$ cat config.mk
export PLATFORM = sky130hd
export DESIGN_NAME = register_file
export DESIGN_NICKNAME = d
export VERILOG_FILES = /design/src/rtl/register_file.sv
export SDC_FILE = /design/constraint.sdc
export NUM_CORES = 1
export LEC_CHECK = 0
export CAP_MARGIN = 20
export CELL_PAD_IN_SITES_DETAIL_PLACEMENT = 1
export CELL_PAD_IN_SITES_GLOBAL_PLACEMENT = 2
export CORE_MARGIN = 3
export CORE_UTILIZATION = 30
export DETAILED_ROUTE_END_ITERATION = 7
export PLACE_DENSITY = 0.64
export SETUP_SLACK_MARGIN = 0.5
export SYNTH_ARGS = -nofsm -noshare
export SYNTH_HDL_FRONTEND = slang
export SYNTH_SLANG_ARGS = --single-unit
export TNS_END_PERCENT = 30
$ cat constraint.sdc
create_clock -name clk -period 5.05 [get_ports clk]
set_clock_uncertainty 0.15 [all_clocks]
set_input_delay 0.505 -clock clk [delete_from_list [all_inputs] [get_ports clk]]
set_output_delay 0.505 -clock clk [all_outputs]
set_load 0.03 [all_outputs]
$ cat src/rtl/register_file.sv
// rtl/register_file.sv - 16 x 32 register file, one synchronous write port, two combinational read ports
// Asynchronous active-low reset clears every entry; register 0 is an ordinary writable register.
module register_file #(
  parameter int DATA_WIDTH = 32,
  parameter int ADDR_WIDTH = 4
) (
  input  logic                  clk,
  input  logic                  rst,
  input  logic [DATA_WIDTH-1:0] dataIn,
  input  logic [ADDR_WIDTH-1:0] dataInRegister,
  input  logic                  enableSavingDataIn,
  input  logic [ADDR_WIDTH-1:0] dataOutRegisterA,
  input  logic [ADDR_WIDTH-1:0] dataOutRegisterB,
  output logic [DATA_WIDTH-1:0] registerA,
  output logic [DATA_WIDTH-1:0] registerB
);

  localparam int NUM_REGS = 2 ** ADDR_WIDTH;

  logic [DATA_WIDTH-1:0] regs_q [NUM_REGS];
  logic [DATA_WIDTH-1:0] regs_d [NUM_REGS];

  always_comb begin
    regs_d = regs_q;
    if (enableSavingDataIn) begin
      regs_d[dataInRegister] = dataIn;
    end
  end

  always_ff @(posedge clk or negedge rst) begin
    if (!rst) begin
      for (int i = 0; i < NUM_REGS; i++) begin
        regs_q[i] <= '0;
      end
    end else begin
      regs_q <= regs_d;
    end
  end

  // Reads come straight from storage: a same-cycle write shows up only after the edge.
  assign registerA = regs_q[dataOutRegisterA];
  assign registerB = regs_q[dataOutRegisterB];

endmodule

; Yosys cells after proc, flatten, opt, wreduce, memory -nomap -nowiden
; Cells that the tools add are included.
; W data, S select, Z words.
[op_classes]
magnitude_cmp = 4
muxes = 9
bitwise = 3
n_reduce_logical = 1
[ops]
columns = cell, n
row1 = $bwmux W512, 1
row2 = $bmux W32 S4, 2
row3 = $mux W32, 5
row4 = $demux W32 S4, 1
row5 = $ge A5 B5 Y1 const B, 3
row6 = $not A4 Y5, 3
row7 = $lt A5 B1 Y1 const B, 1
row8 = $logic_and A1 B1 Y1, 1
[word_totals]
regBits = 512
in_bits = 47
out_inout_bits = 64
wordCells = 33

; Logic depth before layout (Yosys ltp)
; Gate-level depths: netlist (run 1).
[logic_depth]
word_depth = 6
mapped_depth = 5
mapped_depth_nobuf = 3

; Worst setup path after synthesis (run 1)
; No wires, ideal clock.
[synth_path]
path_kind = input -> output
from = in dataOutRegisterA[0]
to = out registerA[11]
t_arrival_ps = 1958
required_ps = 4395
slack_ps = 2437
cell_stages = 5
n_path_buf = 2
cell_sequence = buf_2 > buf_2 > mux4_2 > a22oi_1 > nand2_1
[synth_between]
elab_chain_len = 4
[synth_rtl]
columns = element, line_no
row1 = from (decl), 12  ; input logic [ADDR_WIDTH-1:0] dataOutRegisterA,
row2 = $not A4 Y5 (not written as such), 41  ; assign registerA = regs_q[dataOutRegisterA];
row3 = $bmux W32 S4, 41
row4 = $mux W32 (not written as such) (2 in a row), 41
row5 = to (decl), 14  ; output logic [DATA_WIDTH-1:0] registerA,
; Every way passes these cells. The select of a mux whose other input is x is not followed.

; Final worst setup path (run 1)
[layout_path]
from = in dataOutRegisterB[3]
to = out registerB[20]
[layout_between]
elab_chain_len = 4
[layout_rtl]
columns = element, line_no
row1 = from (decl), 13  ; input logic [ADDR_WIDTH-1:0] dataOutRegisterB,
row2 = $not A4 Y5 (not written as such), 42  ; assign registerB = regs_q[dataOutRegisterB];
row3 = $bmux W32 S4, 42
row4 = $mux W32 (not written as such) (2 in a row), 42
row5 = to (decl), 15  ; output logic [DATA_WIDTH-1:0] registerB
; Every way passes these cells. The select of a mux whose other input is x is not followed.

==> flow_metrics.py, run 1 <==
metrics = {
    "critical_path": {
        "cp.required_ps": 4390,
        "critPathMaxFanout": 17,
        "r2r_slack_ps": 4090,
        "endpoint_kind": "output port",
        "startpoint_type": "primary input",
        "worstPathArrival_ps": 3280,
        "crit_type": "primary input to output port",
    },
    "synthesis": {
        "synth-simple-area-share_pct": 1.59,
        "yosys_warnings": 0,
        "netlist_area_um2": 26500,
        "synth_cell_types": 19,
        "syn_avg_cell_area_um2": 15.8,
        "syn_nets": 1722,
        "synth_compound_area_share_pct": 3.63,
        "synth_top_family_by_area": "multiplexers",
        "yosys_register_bits": 512,
        "yosysSeqAreaShare_pct": 48.4,
        "synth_cells": 1675,
        "synth-adder-area-share_pct": 0,
        "synth_mux_area_share_pct": 43.6,
        "synth_xor_area_share_pct": 0,
    },
    "clocking": {
        "cts_hold_buf": 1,
        "ctsLongestPathBuffers": 3,
        "clkLatencyLatePin_ps": 620,
        "cts_buffers": 58,
        "cts-htree-levels": 2,
        "post_cts.repair.setup_buffers": 0,
        "cts_tree": "yes",
        "path_clk_slew_ps": 60,
        "cts.sinks": 512,
        "cts_root_buffer": "clkbuf_16",
        "ctsResizeCount": 0,
    },
    "route": {
        "wl_per_cell_um": 28.8,
        "wirelength_um": 84400,
        "drtIter0Drc": 1060,
        "postRouteAntennaNets": 0,
        "drt_pre_antenna_iters": 4,
        "routed_via_density": 5.51,
        "route.detailed.drc": 0,
        "vias": 16143,
    },
    "die": {
        "start_util_pct": 30.4,
        "fp.dieArea_um2": 91800,
        "die_h_um": 303,
        "rows": 108,
        "die_w_um": 303,
        "ios": 111,
        "core_area_um2": 87200,
    },
    "timing": {
        "fmax_ghz": 0.254,
        "finalSetupTns_ps": 0,
        "fin_ws_ps": 1120,
        "whs_ps": 325,
        "slew_headroom_pct": 35.0,
        "report.final.setup_viol": 0,
        "slew_viol_final": 0,
        "rsz0062_at_grt": "false",
        "tightest_slew_ps": 973,
        "post-route-min-period_ps": 3930,
        "hold_viol_final": 0,
        "period_share_pct": 77.8,
    },
    "layout": {
        "final_nets": 1778,
        "final_common_cell": "dfrtp_1",
        "layout_common_cells": "512 x dfrtp_1, 509 x mux2_2, 256 x mux4_2, 128 x a22oi_1, 105 x clkdlybuf4s50_1",
        "largest_reg_flops": 512,
        "reg_top3": "regs_q (512)",
        "syn_to_final_growth_pct": 16.6,
        "final_util_pct": 35.4,
        "layout-drive-gt1-share_pct": 52.7,
        "regMostFlops": "regs_q",
    },
    "min_path": {
        "worstHoldPathType": "primary input to async pin",
    },
    "global_routing": {
        "grt-ovfl-total": 0,
        "track_usage_pct": 18.6,
        "antenna_found_initial": 3,
        "grt_pass1_wl_um": 125000,
        "grt_pass1_vias": 17981,
        "grt_start_max_net_pins": 145,
    },
    "power": {
        "leakagePower_nw": 12.3,
        "power_density_nw_per_um2": 428,
        "vdd_drop_max_mv": 0.274,
    },
    "placed_design": {
        "dpl.hpwl_um": 50300,
        "gp_congestion": 0.742,
        "pre_cts_slack_ps": 1160,
        "numPortBuffers": 110,
    },
    "run": {
        "cap_violations": 0,
    },
    "status": {
        "status": "completed",
    },
}
-- worst max-delay path, cell delays in order --
cell and delay [ps]:
clkdlybuf4s50_1 620, nor2b_4 700, buf_4 450, a22oi_1 140, nand2_1 140, clkdlybuf4s50_1 690
-- final cells by class --
class,count,area (µm²)
fillers,8866,56300
diodes,2,5.00
clock buffers,90,1740
well taps,1155,1450
clock inverters,10,93.8
multi-input cells,993,13000
repair buffers,166,1700
flip-flops and latches,512,12800
-- path summary, 6_finish.rpt --
kind | to | cells after the start | start
max | registerB[20] | 6 | dataOutRegisterB[3]
min | regs_q[258]$_DFFE_PN0P_ | 2 | rst
max reg2reg | regs_q[124]$_DFFE_PN0P_ | 1 | regs_q[124]$_DFFE_PN0P_
min reg2reg | regs_q[230]$_DFFE_PN0P_ | 1 | regs_q[230]$_DFFE_PN0P_
max in group asynchronous | regs_q[264]$_DFFE_PN0P_ | 3 | rst
min in group clk | regs_q[230]$_DFFE_PN0P_ | 1 | regs_q[230]$_DFFE_PN0P_
-- where the power goes --
part	internal, mW	total (mW)	switching, mW
Sequential	5.07	5.76	0.691
Clock	2.40	4.14	1.74
Combinational	1.93	3.31	1.39
Total	9.39	13.2	3.82
-- synth_stat cells --
cell | instances | area (µm²)
dfrtp_1 | 512 | 12800
mux2_2 | 509 | 5730
mux4_2 | 256 | 5770
a22oi_1 | 128 | 961
clkbuf_1 | 91 | 342
buf_2 | 75 | 375
nand2_1 | 66 | 248
nor2_1 | 8 | 30.0
nor3_1 | 6 | 30.0
buf_1 | 4 | 15.0
nor2b_1 | 4 | 25.0
mux2_1 | 3 | 33.8
nand2b_1 | 3 | 18.8
and2_1 | 2 | 12.5
nand3_1 | 2 | 10.0
nand3b_1 | 2 | 15.0
or3_1 | 2 | 12.5
nor4_2 | 1 | 12.5
or4_1 | 1 | 7.51
-- metal layers --
metal	vias up	GRT usage (%)	wire (µm)
met3	145	2.41	3750
met4	0	6.76	3180
met2	422	30.0	40200
li1	6648	-	-
met5	-	0	0
met1	8928	25.8	37300
-- through the flow --
step	total power, mW	instance area, µm²	instances
after floorplan	7.96	26500	1675
after global placement	8.98	29000	2825
after detailed placement	9.17	29000	2825
after global routing	13.9	30800	2927
after CTS	13.4	30800	2926
final	13.2	30900	2928
-- kinds of logic after synthesis --
| family | count (synthesis) |
|---|---|
| AOI/OAI and AO/OA | 128 |
| buffers and inverters | 170 |
| muxes | 768 |
| and+or+nand+nor | 97 |
| DFF | 512 |
Power figures use the tool's default switching activity.
==> inputs of run 2 (changes only) <==
--- a/config.mk
+++ b/config.mk
@@ -11,7 +11,7 @@
 export CORE_MARGIN = 3
 export CORE_UTILIZATION = 30
 export DETAILED_ROUTE_END_ITERATION = 7
-export PLACE_DENSITY = 0.64
+export PLACE_DENSITY = 0.66
 export SETUP_SLACK_MARGIN = 0.5
 export SYNTH_ARGS = -nofsm -noshare
 export SYNTH_HDL_FRONTEND = slang
==> constraint.sdc (replaced) <==
create_clock -name clk -period 3.2 [get_ports clk]
set_clock_uncertainty 0.15 [all_clocks]
set_input_delay 0.32 -clock clk [delete_from_list [all_inputs] [get_ports clk]]
set_output_delay 0.32 -clock clk [all_outputs]
set_load 0.03 [all_outputs]
==> flow_metrics.py, run 2 (synthesis gave the netlist of run 1 again) <==
metrics = {
    "critical_path": {
        "r2r_cells": 1,
        "crit_start": "dataOutRegisterA[2]",
        "startpoint_type": "primary input",
        "regToRegEndpoint": "regs_q[501]$_DFFE_PN0P_",
        "critPathMaxFanout": 19,
        "worst_setup_path_endpoint": "registerA[11]",
        "r2r_start": "regs_q[501]$_DFFE_PN0P_",
        "endpoint_kind": "output port",
        "cp.required_ps": 2730,
        "crit_type": "primary input to output port",
        "worstPathArrival_ps": 2190,
        "r2r_slack_ps": 2210,
    },
    "clocking": {
        "cts.sinks": 512,
        "cts_tree": "yes",
        "clkLatencyLatePin_ps": 620,
        "cts_root_buffer": "clkbuf_16",
        "post_cts.repair.setup_buffers": 0,
        "cts-htree-levels": 2,
        "cts_buffers": 57,
        "path_clk_slew_ps": 60,
        "ctsLongestPathBuffers": 3,
    },
    "timing": {
        "post-route-min-period_ps": 2660,
        "finalSetupTns_ps": 0,
        "tightest_slew_ps": 768,
        "slew_headroom_pct": 48.8,
        "whs_ps": 166,
        "report.final.setup_viol": 0,
        "rsz0062_at_grt": "true",
        "fmax_ghz": 0.376,
        "hold_viol_final": 0,
        "period_share_pct": 83.1,
        "slew_viol_final": 0,
        "fin_ws_ps": 541,
    },
    "route": {
        "wl_per_cell_um": 29.2,
        "route.detailed.drc": 0,
        "vias": 16358,
        "wirelength_um": 86000,
        "drt_pre_antenna_iters": 4,
        "drtIter0Drc": 1024,
        "routed_via_density": 5.56,
        "postRouteAntennaNets": 0,
    },
    "die": {
        "die_w_um": 303,
        "core_area_um2": 87200,
        "rows": 108,
        "ios": 111,
        "fp.dieArea_um2": 91800,
        "start_util_pct": 30.4,
        "die_h_um": 303,
    },
    "layout": {
        "final_util_pct": 36.2,
        "final_common_cell": "dfrtp_1",
        "layout_common_cells": "512 x dfrtp_1, 509 x mux2_2, 256 x mux4_2, 128 x a22oi_1, 70 x buf_12",
        "layout-drive-gt1-share_pct": 57.1,
        "stdcell_area_um2": 31600,
        "final_nets": 1792,
        "reg_top3": "regs_q (512)",
        "syn_to_final_growth_pct": 19.4,
        "largest_reg_flops": 512,
        "regMostFlops": "regs_q",
        "final_cells": 2944,
    },
    "power": {
        "power_frac_seq_pct": 42.8,
        "sw_frac_of_total_pct": 28.7,
        "leakagePower_nw": 12.8,
        "combinationalPowerShare_pct": 25.5,
        "p_clk_share_pct": 31.7,
        "power_mw": 21.3,
        "p_int_mw": 15.2,
        "power_switching_mw": 6.10,
        "vdd_drop_max_mv": 0.429,
        "power_density_nw_per_um2": 674,
    },
    "global_routing": {
        "track_usage_pct": 18.9,
        "antenna_found_initial": 1,
        "grt_start_max_net_pins": 81,
        "grt_pass1_wl_um": 128000,
        "grt_pass1_vias": 18326,
        "grt-ovfl-total": 0,
    },
    "min_path": {
        "worstHoldPathType": "primary input to async pin",
    },
    "placed_design": {
        "dpl.hpwl_um": 48700,
        "numPortBuffers": 110,
        "gp_congestion": 0.732,
        "pre_cts_slack_ps": 464,
        "dpl_cell_area_um2": 29700,
        "dp.cells": 2840,
    },
    "run": {
        "cap_violations": 0,
    },
    "status": {
        "status": "completed",
    },
}
-- run 2: cell types whose count changed in the layout (fill, tap and decap cells not counted), sizes merged --
cell	change
diode	-1
clkinv	+5
clkinvlp	+2
inv	-1
bufinv	+3
buf	+79
clkdlybuf4s50	-64
clkbuf	-7
-- run 2: worst min path at each step --
stage                     startpoint                      end  slack, ps
final                            rst  regs_q[194]$_DFFE_PN0P_        170
after global placement           rst  regs_q[162]$_DFFE_PN0P_        240
after global routing             rst  regs_q[194]$_DFFE_PN0P_        200
after floorplan                  rst    regs_q[0]$_DFFE_PN0P_       -130
after detailed placement         rst  regs_q[162]$_DFFE_PN0P_        250
after CTS                        rst  regs_q[253]$_DFFE_PN0P_        170
-- run 2: power groups by stage --
stage          sequential [mW]  combinational (mW)  clock [mW]
2_1_floorplan             8.77                3.79           0
3_3_place_gp              8.99                5.34           0
3_5_place_dp              9.17                5.49           0
4_1_cts                   9.07                5.51        6.95
5_1_grt                   9.30                5.81        7.22
6_report                  9.10                5.43        6.74
-- run 2: cell type report --
class / count / area [µm²]
antenna: 1 / 2.50
clock buffer: 83 / 1690
clock inverter: 19 / 230
fill: 8674 / 55600
multi-input combinational: 993 / 13100
sequential: 512 / 12800
tap: 1155 / 1450
timing repair buffer: 181 / 2360
-- run 2: critical path, cell delays in order --
cell and delay [ps]:
clkdlybuf4s50_1 660, nor2b_4 220, buf_4 400, a22oi_1 190, nand2_1 230, buf_12 150
-- run 2: metal layers --
metal | global-route usage, % | wire [µm] | up-vias
li1 | - | - | 6683
met1 | 25.9 | 38700 | 9185
met2 | 31.3 | 41700 | 362
met3 | 3.01 | 3480 | 128
met4 | 4.78 | 2130 | 0
met5 | 0 | 0 | -
-- run 2: timing repair --
action | in CTS | in global routing
hold buffers | 1 | 0
resized for setup | 0 | 3
endpoints found under the hold margin | 70 | 0
setup endpoints to repair | 0 | 4
==> inputs of run 3 (changes only) <==
--- a/config.mk
+++ b/config.mk
@@ -11,7 +11,7 @@
 export CORE_MARGIN = 3
 export CORE_UTILIZATION = 30
 export DETAILED_ROUTE_END_ITERATION = 7
-export PLACE_DENSITY = 0.66
+export PLACE_DENSITY = 0.64
 export SETUP_SLACK_MARGIN = 0.5
 export SYNTH_ARGS = -nofsm -noshare
 export SYNTH_HDL_FRONTEND = slang
==> constraint.sdc (replaced) <==
create_clock -name clk -period 2.55 [get_ports clk]
set_clock_uncertainty 0.15 [all_clocks]
set_input_delay 0.255 -clock clk [delete_from_list [all_inputs] [get_ports clk]]
set_output_delay 0.255 -clock clk [all_outputs]
set_load 0.03 [all_outputs]
==> flow_metrics.py, run 3 (synthesis gave the netlist of run 1 again) <==
metrics = {
    "timing": {
        "whs_ps": 155,
        "post-route-min-period_ps": 2460,
        "report.final.setup_viol": 0,
        "tightest_slew_ps": 704,
        "slew_headroom_pct": 52.9,
        "finalSetupTns_ps": 0,
        "hold_viol_final": 0,
        "period_share_pct": 96.4,
        "rsz0062_at_grt": "true",
        "slew_viol_final": 0,
        "fmax_ghz": 0.407,
    },
    "global_routing": {
        "grt_start_max_net_pins": 86,
        "grt-ovfl-total": 0,
        "grt_pass1_vias": 18527,
        "antenna_found_initial": 3,
        "grt_pass1_wl_um": 127000,
        "track_usage_pct": 18.7,
    },
    "placed_design": {
        "gp_congestion": 0.740,
        "dpl.hpwl_um": 51300,
        "dpl_cell_area_um2": 30000,
        "numPortBuffers": 110,
    },
    "layout": {
        "stdcell_area_um2": 32400,
        "regMostFlops": "regs_q",
        "final_util_pct": 37.2,
        "reg_top3": "regs_q (512)",
        "nFillCells": 8684,
        "layout_common_cells": "512 x dfrtp_1, 509 x mux2_2, 256 x mux4_2, 85 x buf_12",
        "layout-drive-gt1-share_pct": 62.6,
        "final_nets": 1823,
        "syn_to_final_growth_pct": 22.5,
        "largest_reg_flops": 512,
        "final_common_cell": "dfrtp_1",
    },
    "clocking": {
        "cts_buffers": 58,
        "cts_tree": "yes",
        "cts-htree-levels": 2,
        "path_clk_slew_ps": 60,
        "ctsLongestPathBuffers": 3,
        "clkLatencyLatePin_ps": 610,
        "cts.sinks": 512,
        "cts_root_buffer": "clkbuf_16",
    },
    "status": {
        "status": "completed",
    },
    "critical_path": {
        "startpoint_type": "flip-flop",
        "critPathMaxFanout": 3,
        "cp.required_ps": 2140,
        "crit_type": "flip-flop to output port",
        "endpoint_kind": "output port",
        "r2r_slack_ps": 1480,
        "worstPathArrival_ps": 2050,
    },
    "die": {
        "ios": 111,
        "start_util_pct": 30.4,
        "die_h_um": 303,
        "fp.dieArea_um2": 91800,
        "die_w_um": 303,
        "rows": 108,
        "core_area_um2": 87200,
    },
    "min_path": {
        "worstHoldPathType": "primary input to async pin",
    },
    "run": {
        "cap_violations": 0,
    },
    "route": {
        "wl_per_cell_um": 28.6,
        "drt_pre_antenna_iters": 5,
        "postRouteAntennaNets": 0,
        "vias": 16285,
        "routed_via_density": 5.48,
        "route.detailed.drc": 0,
        "wirelength_um": 84900,
        "drtIter0Drc": 911,
    },
    "power": {
        "leakagePower_nw": 13.0,
        "power_density_nw_per_um2": 827,
        "vdd_drop_max_mv": 0.493,
    },
}
==> run 3: changes by cell type in the layout (fill, tap and decap cells not counted), moves of 4 or more <==
cell / before / now
nand2_2: 2 / 28
buf_4: 65 / 61
a22oi_1: 128 / 64
nand2_1: 64 / 37
buf_12: 70 / 85
a22oi_2: 0 / 64
buf_6: 2 / 20
==> run 3: timing repair <==
item	in CTS	in global routing
resized for setup	68	44
endpoints found under the hold margin	458	0
pin swaps	40	29
setup endpoints to repair	64	64
hold buffers	2	0
buffers inserted	3	2
==> run 3: final timing paths <==
check | depth (start not counted) | start | to
setup reg to reg | 2 | regs_q[485]$_DFFE_PN0P_ | regs_q[485]$_DFFE_PN0P_
max in group asynchronous | 3 | rst | regs_q[22]$_DFFE_PN0P_
hold reg to reg | 1 | regs_q[175]$_DFFE_PN0P_ | regs_q[175]$_DFFE_PN0P_
hold / removal | 3 | rst | regs_q[323]$_DFFE_PN0P_
setup / recovery | 4 | regs_q[387]$_DFFE_PN0P_ | registerB[3]
min in group clk | 1 | regs_q[175]$_DFFE_PN0P_ | regs_q[175]$_DFFE_PN0P_
==> run 3: metrics by stage <==
stage,power (mW),setup WS [ps],std cells
3_5_place_dp,18.5,125,2864
6_report,26.8,91.4,2972
2_1_floorplan,15.8,468,1675
5_1_grt,28.1,2.56,2971
3_3_place_gp,18.1,142,2864
4_1_cts,27.0,38.8,2969
==> run 3: power by group <==
part	leakage [nW]	internal (mW)	switching, mW
sequential	6.28	10.0	1.37
combinational	5.78	4.23	2.95
clock	0.908	4.77	3.43
==> run 3: worst max-delay path: stages, from the launching register on <==
cell and delay, ps:
dfrtp_1 380, mux4_2 460, a22oi_1 280, nand2_2 150
buf_12 160
==> run 3: per-layer routing <==
| metal | track usage, % | wire length (µm) | part of all wire (%) |
|---|---|---|---|
| met5 | 0 | 0 | 0 |
| met4 | 4.42 | 1590 | 1.9 |
| met1 | 26.2 | 38500 | 45 |
| met3 | 2.38 | 3030 | 3.6 |
| met2 | 31.1 | 41800 | 49 |
==> run 3: final cells by class <==
cell class / count / area [µm²] / share of cell area, %
Sequential cell: 512 / 12800 / 39.5
Multi-Input combinational cell: 993 / 13400 / 41.5
Tap cell: 1155 / 1450 / 4.46
Clock inverter: 14 / 145 / 0.448
Clock buffer: 86 / 1700 / 5.24
Timing Repair Buffer: 211 / 2850 / 8.80
Antenna cell: 1 / 2.50 / 0.00772
